File: src/rtl/subpel_pkg.sv
// Shared constants, types and the column packing helper for the sub-pel row server.
package subpel_pkg;

    localparam int PIX_W   = 8;
    localparam int BLK     = 15;
    localparam int ROW_W   = PIX_W * BLK;
    localparam int BLK_PIX = BLK * BLK;
    localparam int IDX_W   = $clog2(BLK);
    localparam int LANE_W  = $clog2(ROW_W);
    localparam int FILL_W  = $clog2(BLK_PIX);

    typedef logic [IDX_W-1:0]  idx_t;
    typedef logic [PIX_W-1:0]  pix_t;
    typedef logic [ROW_W-1:0]  row_t;
    typedef logic [LANE_W-1:0] lane_t;
    typedef logic [FILL_W-1:0] fill_t;

    // Bit position of the byte lane holding column col (column 0 sits at the LSB).
    function automatic lane_t lane_lsb(input idx_t col);
        return lane_t'(col) * lane_t'(PIX_W);
    endfunction

endpackage

File: src/rtl/subpel_row_server_if.sv
// Pixel-stream and row-request signals between a pixel source / interpolator and the row server.
interface subpel_row_server_if;
    import subpel_pkg::*;

    pix_t        pix_in;
    logic        pix_valid;
    logic        pix_ready;
    logic [63:0] next_row;
    row_t        in_row;
    logic        blk_valid;
    logic        blk_done;
    fill_t       fill_level;

    modport master (
        output pix_in, pix_valid, next_row, blk_done,
        input  pix_ready, in_row, blk_valid, fill_level
    );

    modport slave (
        input  pix_in, pix_valid, next_row, blk_done,
        output pix_ready, in_row, blk_valid, fill_level
    );

endinterface

File: src/rtl/subpel_row_bank.sv
// One block buffer: BLK rows of packed pixels, single-pixel write port, combinational row read.
module subpel_row_bank
    import subpel_pkg::*;
(
    input  logic clk,
    input  logic we,
    input  idx_t wr_row,
    input  idx_t wr_col,
    input  pix_t wr_data,
    input  idx_t rd_row,
    output row_t rd_data
);

    row_t mem [BLK];

    // Storage is deliberately not reset; full flags in the top qualify its contents.
    always_ff @(posedge clk) begin
        if (we) begin
            mem[wr_row][lane_lsb(wr_col) +: PIX_W] <= wr_data;
        end
    end

    // Out-of-range rows are gated to zero by the top, so no guard is needed here.
    assign rd_data = mem[rd_row];

endmodule

File: src/rtl/subpel_row_server.sv
// Ping-pong block loader: packs a raster pixel stream into two banks and serves
// whole rows of the completed bank to the interpolator by row index.
module subpel_row_server #(
    parameter int PIX_W = 8,
    parameter int BLK   = 15,
    parameter int ROW_W = PIX_W * BLK
) (
    input logic               clk,
    input logic               rst,
    subpel_row_server_if.slave bus
);

    localparam int IDX_W = $clog2(BLK);
    typedef logic [IDX_W-1:0] idx_t;
    localparam idx_t        LAST_IDX  = idx_t'(BLK - 1);
    localparam logic [63:0] ROW_LIMIT = 64'(BLK);

    logic [1:0] full;
    logic       wr_bank;
    logic       rd_bank;
    logic [7:0] wr_cnt;
    idx_t       wr_row;
    idx_t       wr_col;

    logic       accept;
    logic       last_pix;
    logic       blk_release;
    logic [1:0] full_set;
    logic [1:0] full_clr;
    logic [ROW_W-1:0] rd_data [2];

    assign bus.pix_ready  = !full[wr_bank];
    assign accept         = bus.pix_valid && bus.pix_ready;
    assign last_pix       = (wr_row == LAST_IDX) && (wr_col == LAST_IDX);
    assign bus.blk_valid  = full[rd_bank];
    assign blk_release    = bus.blk_done && full[rd_bank];
    assign bus.fill_level = wr_cnt;

    // A completing write and a release always target different banks, so set and clear never collide.
    assign full_set = {accept && last_pix && wr_bank, accept && last_pix && !wr_bank};
    assign full_clr = {blk_release && rd_bank, blk_release && !rd_bank};

    // Write pointer walk, bank flags and bank selection.
    always_ff @(posedge clk or negedge rst) begin
        if (!rst) begin
            full    <= 2'b00;
            wr_bank <= 1'b0;
            rd_bank <= 1'b0;
            wr_cnt  <= '0;
            wr_row  <= '0;
            wr_col  <= '0;
        end else begin
            full <= (full & ~full_clr) | full_set;
            if (blk_release) begin
                rd_bank <= ~rd_bank;
            end
            if (accept) begin
                if (last_pix) begin
                    wr_bank <= ~wr_bank;
                    wr_cnt  <= '0;
                    wr_row  <= '0;
                    wr_col  <= '0;
                end else begin
                    wr_cnt <= wr_cnt + 8'd1;
                    if (wr_col == LAST_IDX) begin
                        wr_col <= '0;
                        wr_row <= wr_row + idx_t'(1);
                    end else begin
                        wr_col <= wr_col + idx_t'(1);
                    end
                end
            end
        end
    end

    for (genvar b = 0; b < 2; b++) begin : g_bank
        subpel_row_bank u_bank (
            .clk     (clk),
            .we      (accept && (wr_bank == 1'(b))),
            .wr_row  (wr_row),
            .wr_col  (wr_col),
            .wr_data (bus.pix_in),
            .rd_row  (bus.next_row[IDX_W-1:0]),
            .rd_data (rd_data[b])
        );
    end

    assign bus.in_row = (bus.blk_valid && (bus.next_row < ROW_LIMIT)) ? rd_data[rd_bank] : '0;

endmodule
File: src/flat_wrapper.sv
// flat-port wrapper written by rule: the top's interface ports become plain ports
module subpel_row_server_flat 
#(
    parameter int PIX_W = 8,
    parameter int BLK   = 15,
    parameter int ROW_W = PIX_W * BLK
)
  (clk, rst, bus_pix_in, bus_pix_valid, bus_next_row, bus_blk_done, bus_pix_ready, bus_in_row, bus_blk_valid, bus_fill_level);
  subpel_row_server_if bus_i ();
  input logic clk;
  input logic rst;
  input wire logic [$bits(bus_i.pix_in)-1:0] bus_pix_in;
  input wire logic [$bits(bus_i.pix_valid)-1:0] bus_pix_valid;
  input wire logic [$bits(bus_i.next_row)-1:0] bus_next_row;
  input wire logic [$bits(bus_i.blk_done)-1:0] bus_blk_done;
  output wire logic [$bits(bus_i.pix_ready)-1:0] bus_pix_ready;
  output wire logic [$bits(bus_i.in_row)-1:0] bus_in_row;
  output wire logic [$bits(bus_i.blk_valid)-1:0] bus_blk_valid;
  output wire logic [$bits(bus_i.fill_level)-1:0] bus_fill_level;
  assign bus_i.pix_in = bus_pix_in;
  assign bus_i.pix_valid = bus_pix_valid;
  assign bus_i.next_row = bus_next_row;
  assign bus_i.blk_done = bus_blk_done;
  assign bus_pix_ready = bus_i.pix_ready;
  assign bus_in_row = bus_i.in_row;
  assign bus_blk_valid = bus_i.blk_valid;
  assign bus_fill_level = bus_i.fill_level;
  subpel_row_server #(.PIX_W(PIX_W), .BLK(BLK), .ROW_W(ROW_W)) u_core (.clk(clk), .rst(rst), .bus(bus_i));
endmodule
File: config.mk
export PLATFORM = sky130hd
export DESIGN_NAME = subpel_row_server_flat
export DESIGN_NICKNAME = d
export VERILOG_FILES = /design/src/rtl/subpel_pkg.sv /design/src/rtl/subpel_row_server_if.sv /design/src/rtl/subpel_row_bank.sv /design/src/rtl/subpel_row_server.sv /design/src/flat_wrapper.sv
export SDC_FILE = /design/constraint.sdc
export NUM_CORES = 2
export LEC_CHECK = 0
export CAP_MARGIN = 20
export CORE_MARGIN = 2
export CORE_UTILIZATION = 60
export DETAILED_ROUTE_END_ITERATION = 8
export GPL_ROUTABILITY_DRIVEN = 0
export HOLD_SLACK_MARGIN = 0.12
export PLACE_DENSITY_LB_ADDON = 0.25
export RECOVER_POWER = 100
export SYNTH_ARGS = -nofsm -noshare
export SYNTH_HDL_FRONTEND = slang
export SYNTH_HIERARCHICAL = 1
export SYNTH_SLANG_ARGS = --single-unit
File: constraint.sdc
create_clock -name clk -period 7.9 [get_ports clk]
set_clock_uncertainty 0.15 [all_clocks]
set_input_delay 1.58 -clock clk [delete_from_list [all_inputs] [get_ports clk]]
set_output_delay 1.58 -clock clk [all_outputs]
set_load 0.005 [all_outputs]
# Word level (Yosys, flattened, before mapping)
# Memory sizes are Yosys's and may differ from the RTL's.
# Cells that the tools add are included.
# W data, S select, Z words.
dict set report classes {
  shift 2
  n_mux 17
  n_mul 0
  reduce_logical 17
  n_lt_le_gt_ge 4
  n_eq_ne 2
  div_mod_pow 0
  n_addsub 4
  bitwise_logic 6
}
# op count
set ops {}
lappend ops {{$mux W120} 6}
lappend ops {{$shift A8 B9 Y120 const A} 1}
lappend ops {{$shiftx A8 B9 Y120} 1}
lappend ops {{$lt A64 B4 Y1 const B} 1}
lappend ops {{$mux W4} 4}
lappend ops {{$logic_and A1 B1 Y1} 11}
lappend ops {{$neg A7 Y9} 1}
lappend ops {{$add A4 B1 Y4 const B} 2}
lappend ops {{$add A8 B1 Y8 const B} 1}
lappend ops {{$eq A4 B4 Y1 const B} 2}
lappend ops {{$mux W8} 1}
lappend ops {{$mux W1} 6}
lappend ops {{$lt A1 B2 Y1 const B} 2}
lappend ops {{$reduce_and A2 Y1} 2}
lappend ops {{$logic_not A1 Y1} 3}
lappend ops {{$and A2 B2 Y2} 1}
lappend ops {{$ge A2 B2 Y1 const B} 1}
lappend ops {{$not A1 Y1} 2}
lappend ops {{$not A1 Y2} 1}
lappend ops {{$not A2 Y2} 1}
lappend ops {{$or A2 B2 Y2} 1}
lappend ops {{$reduce_bool A2 Y1} 1}
dict set report word_totals {
  mem_bits_rw 3600
  latch_bits 0
  memories 2
  mem_bits_ro 0
  ff_bits 20
}
# name words word_bits read_ports rd_ports_with_merged_regs wr line_no
set memory_table {}
lappend memory_table {{u_core.g_bank[0].u_bank.mem} 15 120 1 0 1 subpel_row_bank.sv:14} ;# row_t mem [BLK];
lappend memory_table {{u_core.g_bank[1].u_bank.mem} 15 120 1 0 1 subpel_row_bank.sv:14}

# Longest topological paths before layout
dict set report depth {
  word_depth 7
  ltp_mapped 11
  mapped_depth_nobuf 6
}

# Hierarchy
# The synthesis kept the hierarchy.
# mod instances cells_each seq_area_each_um2 area_each_um2
set modules_own_cells {}
lappend modules_own_cells {{subpel_row_bank at u_core.g_bank[1].u_bank} 1 3610 54051.8 69877.0}
lappend modules_own_cells {{subpel_row_bank at u_core.g_bank[0].u_bank} 1 3573 54051.8 69853.2}
lappend modules_own_cells {subpel_row_server 1 410 500.5 3684.8}

# Least setup slack after synthesis
# No wires, ideal clock.
dict set report synth_timing {
  kind {input-to-output}
  startpoint {input port bus_next_row[0]}
  endpoint {output port bus_in_row[109]}
  path_buffers 3
  arrival_ns 3.158
  t_required_ns 6.170
  stages 8
  slack_ns 3.012
  cell_sequence {clkbuf_1 -> buf_2 -> buf_2 -> mux4_2 -> a22oi_1 -> o211ai_1 -> mux2i_1 -> nor3_2}
}
# element line_no
set synth_lines {}
lappend synth_lines {{start, declared} flat_wrapper.sv:14} ;# input wire logic [$bits(bus_i.next_row)-1:0] bus_next_row;
lappend synth_lines {{end, declared} flat_wrapper.sv:17} ;# output wire logic [$bits(bus_i.in_row)-1:0] bus_in_row;

# Worst setup path after layout
dict set report layout_timing {
  startpoint {input port bus_next_row[3]}
  endpoint {output port bus_in_row[79]}
}
dict set report layout_between {
  elab_chain_cells 5
  elab_cells_between_ends 8
  cone_classes {order compare (1); mux (4); reduce/logical (1); memory (2)}
}
# element line_no
set layout_rtl {}
lappend layout_rtl {{parallel branches: the longest is 4 deep, another holds $lt A64 B4 Y1} --}
lappend layout_rtl {{$mux W120 *} subpel_row_server.sv:88} ;# assign bus.in_row = (bus.blk_valid && (bus.next_row < ROW_LIMIT)) ? rd_data[rd_bank] : '0;
# Every way passes the cells marked *. The select of a mux whose other input is x is not followed.

==> metrics <==
outcome finished with violations; failing checks DRC, capacitance limit, slew limit; Die Area 243000 µm²; Overall Global Routing Usage 31.03%; fin area 160300 µm²; Area after DPL 149800 µm²; share of the synthesized area in the top cell type 75.38%; Setup Viol. Count Final 0; Top FF cell, synth edfxtp_1; Worst EP required 6.17 ns; Pwr Density 259.0 nW/µm²; post-layout minimum cycle time 7.349 ns; 1st-iter DRT viols 10940; Synth area leader edfxtp_1; hold crit path type reg -> reg; DRC 432; total of max-cap violations 23; CP Class in -> out; worst min-delay path startpoint u_core/bus.fill_level[7]; vias after detailed routing 77350; Clock Tree Buf Depth 4; total negative setup slack 0 ns; final period utilization 93.03%; initial antenna violation count 15; Max VDD drop 0.2277 mV; post-DP HPWL 243100 µm; Post-synth EDFFs 3600; Top-Level Pins 206; Avg Vias per Cell 6.794; slowest CP cell or4_2; drt total wl 379000 µm; Synthesized Nets 7678; Yosys cell types 67; Critical Path End Type output pin; vias in the first global route 75370; area occupied by multi-input gates 32340 µm²; Yosys reg bits 3620; f_max 136.1 MHz; yosys warns 6; fraction of layout cells with a size suffix above 1 17.85%; # port buffers 205; Core Util, Final 67.38%; chip height 492.9 µm; CTS clk-pin slew, worst paths 0.06 ns; count leader, synth edfxtp_1; Max Transition Viols Final 468; Area contributors post-synth edfxtp_1 (75%), mux4_2 (11%), mux2i_1 (2.5%), nor2_1 (2.3%), o211ai_1 (1.3%); CP Launch Point bus_next_row[3]; CTS tree built; Slew @ Worst Pin 3.322 ns; RR Startpoint u_core/wr_col[3]; worst hold path cell count 2; # nets final 8030; asr flop ratio synth 0.5525%; Slew headroom -121.5%; cells on worst reg2reg path 4; Post-synth top cells edfxtp_1 (3600), nor2_1 (860), mux4_2 (720), nand2_1 (379), mux2i_1 (362); Critical Path Most Common Cell clkdlybuf4s50_1; Core Area 237900 µm²; Seq/Total Area, Yosys 75.73%; buffer count from post-CTS setup fixing 0; Detail Route Antenna Nets 0; Initial Util 60.30%; register area 108600 µm²; H-tree levels 5; wire length per cell 33.28 µm; root buf cell clkbuf_16; unrepaired setup endpoints after global routing false; crit-path max FO 37; cts hold-fix bufs 0; first-pass GRT wire length 536400 µm; die width 492.9 µm; Fin. Hold Viols 0; clk sinks 3620; Avg Cell Area, Syn 18.89 µm²; cts repair resizes 0; Rows 179; P_leak 51.20 nW; Post-Synthesis Cell Area 143400 µm²; crit-path cells clkdlybuf4s50_1 > buf_4 > nand4_1 > nand3_1 > or4_2 > nor3_1 > clkdlybuf4s50_1; Layout area overhead 11.74%; Clock Latency Late Sink 0.98 ns; Overflow after GRT 0; DR pass1 iterations 9; fillers 14890; crit path DAT 5.62 ns; cell count after synthesis 7593; CP startpoint kind input port; Num CTS Buffers 362; largest net degree at the start of global routing 93; CP peak stage delay 1.20 ns
==> critical path: cells and delay by family <==
family,cells,cell delay [ns]
buffers and inverters,3,1.31
and+or+nand+nor,4,2.64
==> logic make-up (layout without fill, tap and decap cells) <==
logic type,Yosys count,after routing,share of synthesized area (%)
and+or+nand+nor,1591,1591,5.062
DFF,3620,3620,75.73
xor gates and xnor gates,4,4,0.02443
muxes,1085,1085,13.86
AOI/OAI and AO/OA,776,776,3.613
buffers and inverters,508,1123,1.637
adders and majority gates,9,9,0.07852
other,0,11,0
==> metrics by stage <==
stage                     hold slack, ns  total power, mW  cells  worst slack (ns)
after floorplan                   0.3624            24.02   7593             3.012
after global placement            0.4079            25.50  10690             1.218
after detailed placement          0.4226            25.62  10700             1.227
after CTS                         0.4300            41.68  11330             1.227
after global routing              0.4409            42.52  11380            0.5484
final                             0.4231            41.50  11390            0.5506
==> routing by layer <==
layer	routed length [µm]	GRT usage [%]	vias up	share of wire (%)
met5	224	0.2348	-	0.059
met4	19030	13.00	14	5.0
met3	45760	8.455	909	12
met2	178000	48.08	4877	47
met1	136000	42.22	40260	36
li1	-	-	31290	-
==> cells in the final DEF (no fill, tap or decap), types with 20 or more instances in the layout <==
cell type,count
edfxtp_1,3600
nor2_1,857
mux4_2,720
clkbuf_16,369
nand2_1,369
mux2i_1,362
a21oi_1,249
o211ai_1,241
a22oi_1,240
clkbuf_1,184
clkdlybuf4s50_1,111
buf_4,110
dlygate4sd3_1,92
clkinv_1,88
nor3_1,85
nor3_2,84
clkinv_2,67
nor4_1,49
buf_12,41
bufinv_16,27
nand3_1,23
o21ai_0,21
and3_1,21
and2_0,20
==> report_power, final <==
group	switching, mW	leakage (nW)	internal (mW)
clock	6.89	5.45	9.40
combinational	2.70	11.5	0.869
sequential	0.0930	34.2	21.6
total	9.67	51.2	31.8
==> area by class of cell <==
type / instances / area share (%)
clock inverters: 183 / 0.9486
clock buffers: 444 / 5.956
diodes: 11 / 0.01718
multi-input cells: 3465 / 20.18
flip-flops and latches: 3620 / 67.77
well taps: 3167 / 2.473
repair buffers: 469 / 2.594
inverters: 27 / 0.06324
==> registers in the layout, indices dropped and copies added, names as in the netlist <==
name,flops
u_core/g_bank.u_bank/mem,3600
u_core/wr_row,4
u_core/bus.fill_level,8
u_core/wr_bank,1
u_core/wr_col,4
u_core/rd_bank,1
u_core/full,2
==> worst paths after layout <==
check / endpoint / slack [ns]
setup / recovery: bus_in_row[79] / 0.55
hold / removal: u_core/bus.fill_level[7] / 0.42
setup reg to reg: u_core/g_bank[1].u_bank/mem[2][97] / 0.57
hold reg to reg: u_core/bus.fill_level[7] / 0.42
max in group asynchronous: u_core/rd_bank / 5.35
min in group asynchronous: u_core/bus.fill_level[7] / 0.75
(Power assumes the default switching activity.)
